### config.mk
export PLATFORM = sky130hd
export DESIGN_NAME = transport_judge_flat
export DESIGN_NICKNAME = d
export VERILOG_FILES = /design/src/rtl/transport_judge_if.sv /design/src/rtl/transport_judge.sv /design/src/flat_wrapper.sv
export SDC_FILE = /design/constraint.sdc
export NUM_CORES = 1
export LEC_CHECK = 0
export BUFFER_PORTS_ARGS = -buffer_cell sky130_fd_sc_hd__buf_2
export CAP_MARGIN = 20
export CORE_ASPECT_RATIO = 0.6
export CORE_MARGIN = 3
export CORE_UTILIZATION = 40
export CTS_CLUSTER_DIAMETER = 100
export DETAILED_ROUTE_END_ITERATION = 8
export PLACE_DENSITY = 0.62
export SLEW_MARGIN = 15
export SYNTH_ARGS = -nofsm -noshare
export SYNTH_HDL_FRONTEND = slang
export SYNTH_SLANG_ARGS = --single-unit
### constraint.sdc
create_clock -name clk -period 2.9 [get_ports clk]
set_input_delay 0.58 -clock clk [delete_from_list [all_inputs] [get_ports clk]]
set_output_delay 0.58 -clock clk [all_outputs]
set_load 0.005 [all_outputs]
### src/rtl/transport_judge_if.sv
// Bundle of direction requests, downstream busy flags and arbitration results for transport_judge.
// The fail_cnt_* signals exist only when JUDGE_STATS_EN is defined.
interface transport_judge_if #(
  parameter int CNT_W = 8
);
  logic [1:0] dout_x;
  logic [1:0] dout_y;
  logic [1:0] dout_local;
  logic [2:0] busy;
  logic [2:0] fail;
  logic [1:0] grant_x;
  logic [1:0] grant_y;
  logic [1:0] grant_local;
`ifdef JUDGE_STATS_EN
  logic [CNT_W-1:0] fail_cnt_x;
  logic [CNT_W-1:0] fail_cnt_y;
  logic [CNT_W-1:0] fail_cnt_local;

  modport master (
    output dout_x, dout_y, dout_local, busy,
    input  fail, grant_x, grant_y, grant_local,
    input  fail_cnt_x, fail_cnt_y, fail_cnt_local
  );
  modport slave (
    input  dout_x, dout_y, dout_local, busy,
    output fail, grant_x, grant_y, grant_local,
    output fail_cnt_x, fail_cnt_y, fail_cnt_local
  );
`else
  modport master (
    output dout_x, dout_y, dout_local, busy,
    input  fail, grant_x, grant_y, grant_local
  );
  modport slave (
    input  dout_x, dout_y, dout_local, busy,
    output fail, grant_x, grant_y, grant_local
  );
`endif
endinterface

### src/rtl/transport_judge.sv
// Per-cycle round-robin output-port arbiter for the 3-port router (X, Y, LOCAL).
// Optional per-input saturating fail counters are built when JUDGE_STATS_EN is defined.
module transport_judge #(
  parameter int CNT_W = 8
) (
  input logic               clk,
  input logic               rst_n,
  input logic               enable,
  transport_judge_if.slave  bus
);

  // Input/output codes: 01 = X, 10 = Y, 11 = LOCAL; fail bit of input code c sits at bit (3 - c).
  typedef struct packed {
    logic [2:0] fail_mask;
    logic [1:0] grant;
    logic [1:0] ptr;
  } arb_t;

  function automatic logic [2:0] code_mask(input logic [1:0] code);
    logic [2:0] m;
    case (code)
      2'b01:   m = 3'b100;
      2'b10:   m = 3'b010;
      2'b11:   m = 3'b001;
      default: m = 3'b000;
    endcase
    return m;
  endfunction

  function automatic logic [1:0] pick_winner(input logic [2:0] req, input logic [1:0] ptr);
    logic [1:0] idx;
    logic [1:0] win;
    idx = ptr;
    win = 2'b00;
    for (int k = 0; k < 3; k++) begin
      idx = (idx == 2'b11) ? 2'b01 : idx + 2'b01;
      if (win == 2'b00 && (req & code_mask(idx)) != 3'b000) begin
        win = idx;
      end else begin
        win = win;
      end
    end
    return win;
  endfunction

  function automatic arb_t arbitrate(input logic [2:0] req, input logic busy, input logic [1:0] ptr);
    arb_t r;
    logic [1:0] win;
    r.fail_mask = 3'b000;
    r.grant     = 2'b00;
    r.ptr       = ptr;
    if (req == 3'b000) begin
      r.fail_mask = 3'b000;
    end else if (busy) begin
      r.fail_mask = req;
    end else begin
      win         = pick_winner(req, ptr);
      r.grant     = win;
      r.ptr       = win;
      r.fail_mask = req & ~code_mask(win);
    end
    return r;
  endfunction

  // Index o of the per-output arrays: 0 = X, 1 = Y, 2 = LOCAL.
  logic [2:0][2:0] req_s;
  logic [2:0]      busy_s;
  arb_t [2:0]      arb_s;
  logic [2:0][1:0] grant_d;
  logic [2:0][1:0] ptr_d;
  logic [2:0]      fail_d;
  logic [2:0][1:0] grant_q;
  logic [2:0][1:0] ptr_q;
  logic [2:0]      fail_q;

  assign busy_s = {bus.busy[0], bus.busy[1], bus.busy[2]};

  for (genvar o = 0; o < 3; o++) begin : g_out
    localparam logic [1:0] CODE = 2'(o + 1);
    assign req_s[o]   = {bus.dout_x == CODE, bus.dout_y == CODE, bus.dout_local == CODE};
    assign arb_s[o]   = arbitrate(req_s[o], busy_s[o], ptr_q[o]);
    assign grant_d[o] = arb_s[o].grant;
    assign ptr_d[o]   = arb_s[o].ptr;
  end

  // Each input requests at most one output, so the masks never overlap.
  assign fail_d = arb_s[0].fail_mask | arb_s[1].fail_mask | arb_s[2].fail_mask;

  // Arbitration result and round-robin pointer registers.
  always_ff @(posedge clk or negedge rst_n) begin
    if (!rst_n) begin
      fail_q  <= 3'b000;
      grant_q <= {2'b00, 2'b00, 2'b00};
      ptr_q   <= {2'b11, 2'b11, 2'b11};
    end else if (enable) begin
      fail_q  <= fail_d;
      grant_q <= grant_d;
      ptr_q   <= ptr_d;
    end else begin
      fail_q  <= fail_q;
      grant_q <= grant_q;
      ptr_q   <= ptr_q;
    end
  end

  assign bus.fail        = fail_q;
  assign bus.grant_x     = grant_q[0];
  assign bus.grant_y     = grant_q[1];
  assign bus.grant_local = grant_q[2];

`ifdef JUDGE_STATS_EN
  logic [2:0][CNT_W-1:0] cnt_q;
  logic [2:0][CNT_W-1:0] cnt_d;

  // Saturating increment of each input's counter when its new fail bit is set.
  always_comb begin
    cnt_d = cnt_q;
    for (int i = 0; i < 3; i++) begin
      if (fail_d[i] && cnt_q[i] != {CNT_W{1'b1}}) begin
        cnt_d[i] = cnt_q[i] + CNT_W'(1);
      end else begin
        cnt_d[i] = cnt_q[i];
      end
    end
  end

  // Fail counter registers, cleared only by reset.
  always_ff @(posedge clk or negedge rst_n) begin
    if (!rst_n) begin
      cnt_q <= '0;
    end else if (enable) begin
      cnt_q <= cnt_d;
    end else begin
      cnt_q <= cnt_q;
    end
  end

  assign bus.fail_cnt_x     = cnt_q[2];
  assign bus.fail_cnt_y     = cnt_q[1];
  assign bus.fail_cnt_local = cnt_q[0];
`endif

endmodule

### src/flat_wrapper.sv
// flat-port wrapper written by rule: the top's interface ports become plain ports
module transport_judge_flat 
#(
  parameter int CNT_W = 8
)
  (clk, rst_n, enable, bus_dout_x, bus_dout_y, bus_dout_local, bus_busy, bus_fail, bus_grant_x, bus_grant_y, bus_grant_local);
  transport_judge_if #(.CNT_W(CNT_W)) bus_i ();
  input logic clk;
  input logic rst_n;
  input logic enable;
  input wire logic [$bits(bus_i.dout_x)-1:0] bus_dout_x;
  input wire logic [$bits(bus_i.dout_y)-1:0] bus_dout_y;
  input wire logic [$bits(bus_i.dout_local)-1:0] bus_dout_local;
  input wire logic [$bits(bus_i.busy)-1:0] bus_busy;
  output wire logic [$bits(bus_i.fail)-1:0] bus_fail;
  output wire logic [$bits(bus_i.grant_x)-1:0] bus_grant_x;
  output wire logic [$bits(bus_i.grant_y)-1:0] bus_grant_y;
  output wire logic [$bits(bus_i.grant_local)-1:0] bus_grant_local;
  assign bus_i.dout_x = bus_dout_x;
  assign bus_i.dout_y = bus_dout_y;
  assign bus_i.dout_local = bus_dout_local;
  assign bus_i.busy = bus_busy;
  assign bus_fail = bus_i.fail;
  assign bus_grant_x = bus_i.grant_x;
  assign bus_grant_y = bus_i.grant_y;
  assign bus_grant_local = bus_i.grant_local;
  transport_judge #(.CNT_W(CNT_W)) u_core (.clk(clk), .rst_n(rst_n), .enable(enable), .bus(bus_i));
endmodule
==> results.py <==
metrics = {
    "timing": {
        "fmaxAchievable_ghz": 0.406,
        "finClkSkew_ns": 0.00273,
        "min_period_ns": 2.46,
        "maxSlewHeadroom_pct": 47.5,
        "tightest_slew_ns": 0.778,
        "final-hold-violation-count": 0,
        "finalCritPeriodShare_pct": 84.9,
        "setup_viol": 0,
        "rsz0062_at_grt": "no",
        "maxSlewViolCount": 0,
        "fin_setup_tns_ns": 0,
    },
    "synth": {
        "synthAdderAreaFrac_pct": 8.13,
        "yosysMostFrequentCell": "inv_1",
        "synth_top_area_share_pct": 16.3,
        "synth_warnings": 0,
        "muxShareOfSynthArea_pct": 0,
        "synth_edf_count": 0,
        "synthSimpleGateAreaFrac_pct": 24.6,
        "yosysTopAreaCell": "dfrtp_1",
        "ys_types": 51,
        "synth-seq-cells": 15,
        "syn_nets": 195,
        "yosys-top-cells-count": "21 x inv_1, 18 x nand2_1, 14 x a21oi_1",
        "synthesis.area_um2": 1390,
        "synth_area_leaders": "dfrtp_1 16%, dfstp_2 11%, ha_1 8.1%",
        "synth_cells": 174,
        "synth-seq-area-share_pct": 27.6,
        "synth-compound-area-share_pct": 30.4,
        "synth_xor_area_share_pct": 0,
        "synth_top_family_by_area": "compound AO/OA/AOI/OAI gates",
        "synth_ff_type": "dfrtp_1",
        "synth.avg_cell_area_um2": 7.96,
        "ys_async_sr_fraction_pct": 100,
    },
    "critical_path": {
        "end_kind": "flip-flop",
        "crit_fanout": 5,
        "arrival_ns": 2.59,
        "cp_data_required_time_ns": 3.03,
        "path_class": "flip-flop to flip-flop",
        "crit_path_start_kind": "flip-flop",
    },
    "placed_design": {
        "dp_hpwl_mm": 2.67,
        "gp_congestion": 0.827,
        "io_buffer_count": 20,
    },
    "floorplan": {
        "core_area_um2": 3080,
        "die_h_um": 51.6,
        "rows": 15,
        "boundaryPins": 21,
        "die_x_um": 82.0,
        "die_area_um2": 4230,
        "start_util_pct": 45.0,
    },
    "run_status": {
        "outcome": "complete, no violations",
    },
    "flow_run": {
        "max_cap_violations": 0,
    },
    "global_routing": {
        "grt_max_degree": 20,
        "grt_pass1_wl_mm": 5.49,
        "overflow": 0,
        "antenna_found_initial": 0,
        "grt_use_total_pct": 16.7,
        "grt_pass1_vias": 1124,
    },
    "cts": {
        "cts_buffer_depth": 2,
        "postCtsSetupBuffers": 0,
        "hold_buffers": 0,
        "cts_max_level": 1,
        "cts_root_buf": "clkbuf_8",
        "tritoncts": "done",
        "cts_buffers": 3,
        "cts-resized-gates": 0,
        "clk_pin_slew_ns": 0.06,
        "clkLatencyLatePin_ns": 0.24,
        "clkSinkCount": 15,
    },
    "power": {
        "power_mw": 1.24,
        "peakVddDrop_uv": 332,
        "power_density_nw_per_um2": 807,
        "p_leak_nw": 0.662,
    },
    "route": {
        "vias": 1343,
        "via_per_inst": 5.74,
        "drtIter0Drc": 75,
        "wl_per_cell_um": 14.5,
        "ant_nets": 0,
        "drc": 0,
        "first_pass_iters": 4,
        "drt-total-wl_mm": 3.40,
    },
    "worst_hold_path": {
        "hold_class": "primary input to async pin",
    },
    "cells_and_area": {
        "drive_above_1_share_pct": 21.9,
        "fillers": 312,
        "final_nets": 214,
        "n_antenna_cell": 0,
        "area_growth_pct": 11.3,
    },
}
## worst max-delay path, stage by stage, from the launching register on
cell and delay, ns:
dfstp_2 0.53, inv_1 0.07, ha_1 0.37, inv_1 0.05, a2111oi_0 0.40, a41oi_1 0.10, o211ai_1 0.36, a21oi_1 0.12
o32a_1 0.34
## cell type report
cell class	instances	area (um2)	share of cell area, %
multi-input combinational	131	873	56.7
sequential	15	383	24.8
timing repair buffer	21	108	6.98
inverter	21	78.8	5.11
tap	42	52.6	3.41
clock buffer	3	41.3	2.68
clock inverter	1	5.00	0.325
## per-stage QoR
step | worst slack (ns) | instance area, um2 | hold slack (ns) | cells | utilization, %
final | 0.437 | 1540 | 0.224 | 234 | 50.1
after global routing | 0.227 | 1540 | 0.238 | 234 | 50.1
after CTS | 0.449 | 1540 | 0.232 | 234 | 50.1
after detailed placement | 0.462 | 1500 | 0.481 | 230 | 48.6
after global placement | 0.493 | 1500 | 0.475 | 230 | 48.6
after floorplan | 0.589 | 1390 | 0.284 | 174 | -
## flip-flops by register name, indices dropped and copies added (netlist names)
register,flops
u_core.ptr_q,6
u_core.bus.fail,3
u_core.bus.grant_local,2
u_core.bus.grant_x,2
u_core.bus.grant_y,2
## cells by family after synthesis
kind of cell             Yosys count
adder cells (fa/ha/maj)            9
AND/OR/NAND/NOR                   61
flip-flops                        15
buffers and inverters             28
AO/OA/AOI/OAI                     61
## final timing paths
path                       slack, ns                        endpoint  cells after the start                   startpoint
max                             0.44  u_core.bus.fail[2]$_DFFE_PN0P_                      8  u_core.ptr_q[4]$_DFFE_PN1P_
min                             0.22  u_core.bus.fail[0]$_DFFE_PN0P_                      1                        rst_n
max reg2reg                     0.44  u_core.bus.fail[2]$_DFFE_PN0P_                      8  u_core.ptr_q[4]$_DFFE_PN1P_
min reg2reg                     0.48     u_core.ptr_q[3]$_DFFE_PN1P_                      2  u_core.ptr_q[3]$_DFFE_PN1P_
max in group asynchronous       2.39     u_core.ptr_q[4]$_DFFE_PN1P_                      1                        rst_n
min in group clk                0.48     u_core.ptr_q[3]$_DFFE_PN1P_                      2  u_core.ptr_q[3]$_DFFE_PN1P_
## placed cells by master (no fill, tap or decap), drive strengths merged, types with 3 or more instances in the layout
cell type  netlist  routed
nor2            10      10
clkbuf           3       3
dfstp            6       6
a21oi           14      14
nor2b            6       6
dfrtp            9       9
o311ai           3       3
inv             21      21
nand2           19      19
nand2b           5       5
a31oi            4       4
ha               9       9
o21ai           13      13
buf              4      21
nand3            5       5
## per-layer routing
metal	global-route usage, %	routed length, um	vias to the layer above
li1	-	-	668
met5	0	0	-
met1	29.0	1980	615
met3	1.04	203	4
met2	21.2	1190	56
met4	4.14	24	0
## report_power, final
part	internal, mW	switching (mW)
Sequential	0.302	0.0502
Clock	0.0949	0.0676
Combinational	0.289	0.441
Total	0.686	0.559
Note: power is estimated with default switching activity, not from simulation.
